### src/rtl/rst_seq_ctrl_pkg.sv
// rst_seq_ctrl_pkg
// Shared definitions for the reset sequencer: FSM state encodings and the
// reset-cause codes reported in the status register.
package rst_seq_ctrl_pkg;

    typedef enum logic [1:0] {
        HOLD    = 2'd0,
        BUS_REL = 2'd1,
        RUN     = 2'd2
    } rst_state_e;

    localparam logic [1:0] RST_CAUSE_POR = 2'd0;
    localparam logic [1:0] RST_CAUSE_SW  = 2'd1;
    localparam logic [1:0] RST_CAUSE_WDT = 2'd2;

endpackage

### src/rtl/rst_seq_ctrl_if.sv
// rst_seq_ctrl_if
// Request/status bundle of the reset sequencer.
//   sw_rst_req    : software reset request pulse        (master -> slave)
//   wdt_rst_req   : watchdog reset request, level/pulse  (master -> slave)
//   rst_cause_clr : clear the recorded reset cause       (master -> slave)
//   dbg_core_hold : hold core in reset, only when RST_SEQ_DBG_HOLD_EN is defined
//   bus_rst_n     : active-low bus/peripheral reset      (slave -> master)
//   core_rst_n    : active-low core reset                (slave -> master)
//   rst_busy      : sequence not yet in RUN              (slave -> master)
//   rst_cause     : cause of the last reset              (slave -> master)
// The sequencer itself connects through the slave modport.
interface rst_seq_ctrl_if;
    logic       sw_rst_req;
    logic       wdt_rst_req;
    logic       rst_cause_clr;
`ifdef RST_SEQ_DBG_HOLD_EN
    logic       dbg_core_hold;
`endif
    logic       bus_rst_n;
    logic       core_rst_n;
    logic       rst_busy;
    logic [1:0] rst_cause;

`ifdef RST_SEQ_DBG_HOLD_EN
    modport master (output sw_rst_req, wdt_rst_req, rst_cause_clr, dbg_core_hold,
                    input  bus_rst_n, core_rst_n, rst_busy, rst_cause);
    modport slave  (input  sw_rst_req, wdt_rst_req, rst_cause_clr, dbg_core_hold,
                    output bus_rst_n, core_rst_n, rst_busy, rst_cause);
`else
    modport master (output sw_rst_req, wdt_rst_req, rst_cause_clr,
                    input  bus_rst_n, core_rst_n, rst_busy, rst_cause);
    modport slave  (input  sw_rst_req, wdt_rst_req, rst_cause_clr,
                    output bus_rst_n, core_rst_n, rst_busy, rst_cause);
`endif
endinterface

### src/rtl/rst_seq_ctrl.sv
// rst_seq_ctrl
// SoC reset generator/sequencer. Stretches power-on, software and watchdog
// resets to HOLD_CYCLES, releases the bus domain first and the core domain
// STAGE_GAP cycles later, and records the cause of the last reset.
// Ports:
//   clk   : system clock
//   rst_n : asynchronous active-low power-on/system reset
//   sif   : rst_seq_ctrl_if.slave (requests, cause clear, reset outputs, status)
// Optional feature: RST_SEQ_DBG_HOLD_EN adds dbg_core_hold, which keeps the
// core in reset at the end of BUS_REL until it drops.
// All outputs come straight from flops.
module rst_seq_ctrl
    import rst_seq_ctrl_pkg::*;
#(
    parameter int unsigned HOLD_CYCLES = 16,
    parameter int unsigned STAGE_GAP   = 4,
    parameter int unsigned CNT_W       = 8
) (
    input  logic           clk,
    input  logic           rst_n,
    rst_seq_ctrl_if.slave  sif
);

    localparam logic [CNT_W-1:0] HOLD_LAST = CNT_W'(HOLD_CYCLES - 1);
    localparam logic [CNT_W-1:0] GAP_LAST  = CNT_W'(STAGE_GAP - 1);

    rst_state_e       state_q, state_d;
    logic [CNT_W-1:0] cnt_q, cnt_d;
    logic             bus_q, bus_d;
    logic             core_q, core_d;
    logic             busy_q, busy_d;
    logic [1:0]       cause_q, cause_d;
    logic             req;
    logic             core_hold;

    assign req = sif.sw_rst_req | sif.wdt_rst_req;

`ifdef RST_SEQ_DBG_HOLD_EN
    assign core_hold = sif.dbg_core_hold;
`else
    assign core_hold = 1'b0;
`endif

    always_ff @(posedge clk or negedge rst_n) begin
        if (!rst_n) begin
            state_q <= HOLD;
            cnt_q   <= '0;
            bus_q   <= 1'b0;
            core_q  <= 1'b0;
            busy_q  <= 1'b1;
            cause_q <= RST_CAUSE_POR;
        end else begin
            state_q <= state_d;
            cnt_q   <= cnt_d;
            bus_q   <= bus_d;
            core_q  <= core_d;
            busy_q  <= busy_d;
            cause_q <= cause_d;
        end
    end

    always_comb begin
        state_d = state_q;
        cnt_d   = cnt_q;
        bus_d   = bus_q;
        core_d  = core_q;
        busy_d  = busy_q;
        cause_d = cause_q;

        if (req) begin
            // Any request restarts the whole sequence; watchdog wins the cause.
            state_d = HOLD;
            cnt_d   = '0;
            bus_d   = 1'b0;
            core_d  = 1'b0;
            busy_d  = 1'b1;
            cause_d = sif.wdt_rst_req ? RST_CAUSE_WDT : RST_CAUSE_SW;
        end else begin
            if (sif.rst_cause_clr) begin
                cause_d = RST_CAUSE_POR;
            end
            case (state_q)
                HOLD: begin
                    bus_d  = 1'b0;
                    core_d = 1'b0;
                    busy_d = 1'b1;
                    if (cnt_q == HOLD_LAST) begin
                        cnt_d   = '0;
                        bus_d   = 1'b1;
                        state_d = BUS_REL;
                    end else begin
                        cnt_d = cnt_q + CNT_W'(1);
                    end
                end
                BUS_REL: begin
                    bus_d  = 1'b1;
                    core_d = 1'b0;
                    busy_d = 1'b1;
                    if (cnt_q == GAP_LAST) begin
                        // Debug hold parks the counter at its terminal value.
                        if (!core_hold) begin
                            cnt_d   = '0;
                            core_d  = 1'b1;
                            busy_d  = 1'b0;
                            state_d = RUN;
                        end
                    end else begin
                        cnt_d = cnt_q + CNT_W'(1);
                    end
                end
                RUN: begin
                    bus_d  = 1'b1;
                    core_d = 1'b1;
                    busy_d = 1'b0;
                end
                default: begin
                    state_d = HOLD;
                    cnt_d   = '0;
                    bus_d   = 1'b0;
                    core_d  = 1'b0;
                    busy_d  = 1'b1;
                end
            endcase
        end
    end

    assign sif.bus_rst_n  = bus_q;
    assign sif.core_rst_n = core_q;
    assign sif.rst_busy   = busy_q;
    assign sif.rst_cause  = cause_q;

endmodule

### src/flat_wrapper.sv
// flat-port wrapper written by rule: the top's interface ports become plain ports
module rst_seq_ctrl_flat import rst_seq_ctrl_pkg::*;
#(
    parameter int unsigned HOLD_CYCLES = 16,
    parameter int unsigned STAGE_GAP   = 4,
    parameter int unsigned CNT_W       = 8
)
  (clk, rst_n, sif_sw_rst_req, sif_wdt_rst_req, sif_rst_cause_clr, sif_bus_rst_n, sif_core_rst_n, sif_rst_busy, sif_rst_cause);
  rst_seq_ctrl_if sif_i ();
  input  logic clk;
  input  logic rst_n;
  input wire logic [$bits(sif_i.sw_rst_req)-1:0] sif_sw_rst_req;
  input wire logic [$bits(sif_i.wdt_rst_req)-1:0] sif_wdt_rst_req;
  input wire logic [$bits(sif_i.rst_cause_clr)-1:0] sif_rst_cause_clr;
  output wire logic [$bits(sif_i.bus_rst_n)-1:0] sif_bus_rst_n;
  output wire logic [$bits(sif_i.core_rst_n)-1:0] sif_core_rst_n;
  output wire logic [$bits(sif_i.rst_busy)-1:0] sif_rst_busy;
  output wire logic [$bits(sif_i.rst_cause)-1:0] sif_rst_cause;
  assign sif_i.sw_rst_req = sif_sw_rst_req;
  assign sif_i.wdt_rst_req = sif_wdt_rst_req;
  assign sif_i.rst_cause_clr = sif_rst_cause_clr;
  assign sif_bus_rst_n = sif_i.bus_rst_n;
  assign sif_core_rst_n = sif_i.core_rst_n;
  assign sif_rst_busy = sif_i.rst_busy;
  assign sif_rst_cause = sif_i.rst_cause;
  rst_seq_ctrl #(.HOLD_CYCLES(HOLD_CYCLES), .STAGE_GAP(STAGE_GAP), .CNT_W(CNT_W)) u_core (.clk(clk), .rst_n(rst_n), .sif(sif_i));
endmodule
### config.mk
export PLATFORM = sky130hd
export DESIGN_NAME = rst_seq_ctrl_flat
export DESIGN_NICKNAME = d
export VERILOG_FILES = /design/src/rtl/rst_seq_ctrl_pkg.sv /design/src/rtl/rst_seq_ctrl_if.sv /design/src/rtl/rst_seq_ctrl.sv /design/src/flat_wrapper.sv
export SDC_FILE = /design/constraint.sdc
export NUM_CORES = 1
export LEC_CHECK = 0
export CORE_MARGIN = 1
export CORE_UTILIZATION = 60
export CTS_CLUSTER_DIAMETER = 60
export DETAILED_ROUTE_END_ITERATION = 8
export DONT_BUFFER_PORTS = 1
export PLACE_DENSITY_LB_ADDON = 0.08
export REMOVE_ABC_BUFFERS = 1
export SYNTH_ARGS = -nofsm -noshare
export SYNTH_HDL_FRONTEND = slang
export SYNTH_SLANG_ARGS = --single-unit
### constraint.sdc
create_clock -name clk -period 2.1 [get_ports clk]
set_input_delay 0.42 -clock clk [delete_from_list [all_inputs] [get_ports clk]]
set_output_delay 0.42 -clock clk [all_outputs]
set_load 0.01 [all_outputs]
==> impl_metrics.csv, run 1 <==
group,metric,value,unit
run_status,status,"finished clean",
clock_tree,clkSlewWorstSetupHoldPaths,0.09,ns
floorplanning,start_util,0.662,
setup_path,crit_arrival,2.11,ns
pwr,ir_drop,390,µV
synth,ys_seq_area_frac,0.426,
synth,synth_edf_count,0,
synth,synth_cells,96,
setup_path,path_cells,"inv_1, ha_1, nor4b_1, nand2_1, a21oi_2, mux2i_1",
floorplanning,rows,13,
global_routing,overflow,0,
floorplanning,die_x,40.4,µm
sta,rsz0062_at_grt,"no",
routing,drt-wirelength-per-cell,14.5,µm
clock_tree,h-tree-depth,1,
setup_path,required,2.31,ns
setup_path,critPathLaunchType,"flip-flop",
routing,antenna_left,0,
sta,post-route-period-util,0.903,
routing,wirelength,1.69,mm
sta,setup_viol,0,
setup_path,cp-end-kind,"flip-flop",
global_routing,grt_max_degree,16,
synth,avgSynthCellArea,9.20,µm²
setup_path,max_stage_delay,0.41,ns
final_layout,seq_area,377,µm²
setup_path,crit_slowest_cell,"dfrtp_1",
run,drv_cap,0,
sta,worst_slew_pin_slew,0.655,ns
clock_tree,cts-root-buf,"clkbuf_4",
clock_tree,cts_sinks,15,
place,hpwl,1.20,mm
synth,async_flop_share,1.00,
global_routing,grt_pass1_wl,2.65,mm
global_routing,grt_antenna_before_repair,0,
floorplanning,core-area,1330,µm²
sta,fmax,527,MHz
place,port_buffers,0,
final_layout,layout.nets,113,
setup_path,critical_path_class,"reg2reg",
clock_tree,cts_setup_buffers,0,
global_routing,grt_usage,0.251,
pwr,p_leak,0.390,nW
synth,ys.flop_type,"dfrtp_1",
place,gp_congestion,0.832,
final_layout,multi_input_area,480,µm²
global_routing,grt_pass1_vias,613,
sta,drv_slew,0,
synth,ys_types,31,
clock_tree,clock_latency,0.29,ns
worst_hold_path,min_path_type,"in2reg",
floorplanning,io_pins,10,
floorplanning,dieHeight,40.4,µm
sta,hold_violations,0,
routing,via_per_inst,6.09,
routing,vias,706,
sta,skew,0.00264,ns
sta,tns,0,ns
sta,max_slew_margin,0.562,
final_layout,drive_gt1_frac,0.139,
sta,hold_ws,0.185,ns
synth,ys_warn_count,0,
routing,firstDrtPassIters,4,
final_layout,final_cell_mix,"dfrtp_1, nand2_1, inv_1, nor2_1",
routing,drtIter0Drc,22,
pwr,fin_total_pwr,0.489,mW
routing,drc,0,
synth,synth.cell_area,883,µm²
final_layout,area_growth,7.51,%
final_layout,mostFrequentLayoutCell,"dfrtp_1",
synth,ys_ff_latch,15,
sta,finalCriticalPeriod,1.90,ns
pwr,power_density,515,nW/µm²
clock_tree,cts_buffers,3,
clock_tree,cts_tree,"yes",
final_layout,fill_cells,108,
final_layout,num_antenna_cells,0,
clock_tree,cts_max_path_buffers,2,
floorplanning,die_area,1630,µm²
setup_path,critPathMaxFanout,4,
[worst paths after layout]
kind / start / endpoint / slack, ns / cells past startpoint
min in group asynchronous: rst_n / u_core.sif.core_rst_n$_DFF_PN0_ / 0.60 / 1
max: u_core.state_q[0]$_DFFE_PN0P_ / u_core.state_q[0]$_DFFE_PN0P_ / 0.20 / 6
min: sif_wdt_rst_req / u_core.sif.rst_cause[0]$_DFFE_PN0P_ / 0.18 / 1
max reg2reg: u_core.state_q[0]$_DFFE_PN0P_ / u_core.state_q[0]$_DFFE_PN0P_ / 0.20 / 6
max in group asynchronous: rst_n / u_core.cnt_q[3]$_DFFE_PN0P_ / 1.09 / 1
min reg2reg: u_core.cnt_q[1]$_DFFE_PN0P_ / u_core.cnt_q[1]$_DFFE_PN0P_ / 0.52 / 2
[logic make-up (layout without fill, tap and decap cells)]
| group | after synthesis | count (layout) | synth area share |
|---|---|---|---|
| fa+ha+maj | 6 | 6 | 0.0850 |
| mux | 2 | 2 | 0.0227 |
| compound gates | 22 | 22 | 0.167 |
| simple gates | 42 | 42 | 0.261 |
| buf+inv | 9 | 14 | 0.0382 |
| flops | 15 | 15 | 0.426 |
[power by group]
part           switching, mW  internal (mW)
combinational         0.0162        0.00996
sequential           0.00446          0.293
clock                 0.0917         0.0739
[state kept, by name, summed over array words and instances, names as in the netlist]
name	count
u_core.cnt_q	8
u_core.sif.rst_cause	2
u_core.state_q	2
u_core.sif.core_rst_n	1
u_core.sif.bus_rst_n	1
u_core.sif.rst_busy	1
[critical path: cells and delay by family (launching register included)]
kind                       cells  cell delay (ns)
adders and majority gates      1             0.26
buffers and inverters          1             0.11
AOI/OAI and AO/OA              1             0.27
and+or+nand+nor                2             0.56
muxes                          1             0.22
DFF                            1             0.41
[layout make-up]
| class | instances | area share |
|---|---|---|
| Multi-Input combinational cell | 72 | 0.506 |
| Tap cell | 15 | 0.0198 |
| Timing Repair Buffer | 2 | 0.0184 |
| Sequential cell | 15 | 0.397 |
| Clock buffer | 4 | 0.0277 |
| Inverter | 8 | 0.0316 |
[layer usage]
metal / share of wire / vias to the layer above / global-route usage
met4: 0.025 / 0 / 0.150
met1: 0.52 / 314 / 0.363
met2: 0.40 / 29 / 0.337
li1: - / 357 / -
met5: 0 / - / 0
met3: 0.053 / 6 / 0.0500
[repair_timing]
item / in CTS / in global routing
setup endpoints to repair: 0 / 1
resized for setup: 0 / 1
hold buffers: 1 / 0
hold endpoints to repair: 15 / 0
[cell usage after synthesis, drive strengths merged (2+ instances only)]
| cell type | number | area (µm²) |
|---|---|---|
| dfrtp | 14 | 350 |
| nand2 | 13 | 48.8 |
| inv | 8 | 30.0 |
| nor2 | 7 | 26.3 |
| a21oi | 6 | 37.5 |
| a31oi | 6 | 37.5 |
| ha | 6 | 75.1 |
| nand3 | 4 | 20.0 |
| o22ai | 4 | 25.0 |
| nor3 | 3 | 15.0 |
| mux2i | 2 | 20.0 |
| nand2b | 2 | 12.5 |
| nand4 | 2 | 12.5 |
| o21ai | 2 | 10.0 |
| or2 | 2 | 12.5 |
[metrics by stage]
step	area, µm²	cells	setup slack [ns]	util
final	950	116	0.204	0.712
after global routing	950	116	0.120	0.712
after CTS	942	116	0.200	0.706
after detailed placement	906	111	0.213	0.679
after global placement	906	111	0.279	0.679
after floorplan	880	95	0.482	-
Power figures use the tool's default switching activity.
==> inputs of run 2 (changes only) <==
Settings changed: TNS_END_PERCENT set to 10.
==> results of run 2 <==
The final DEF is identical to that of run 1; final timing and power are the same.
==> inputs of run 3 (changes only) <==
Settings changed: CTS_CLUSTER_SIZE set to 24.
==> results of run 3 <==
The final DEF is identical to that of run 1; final timing and power are the same.
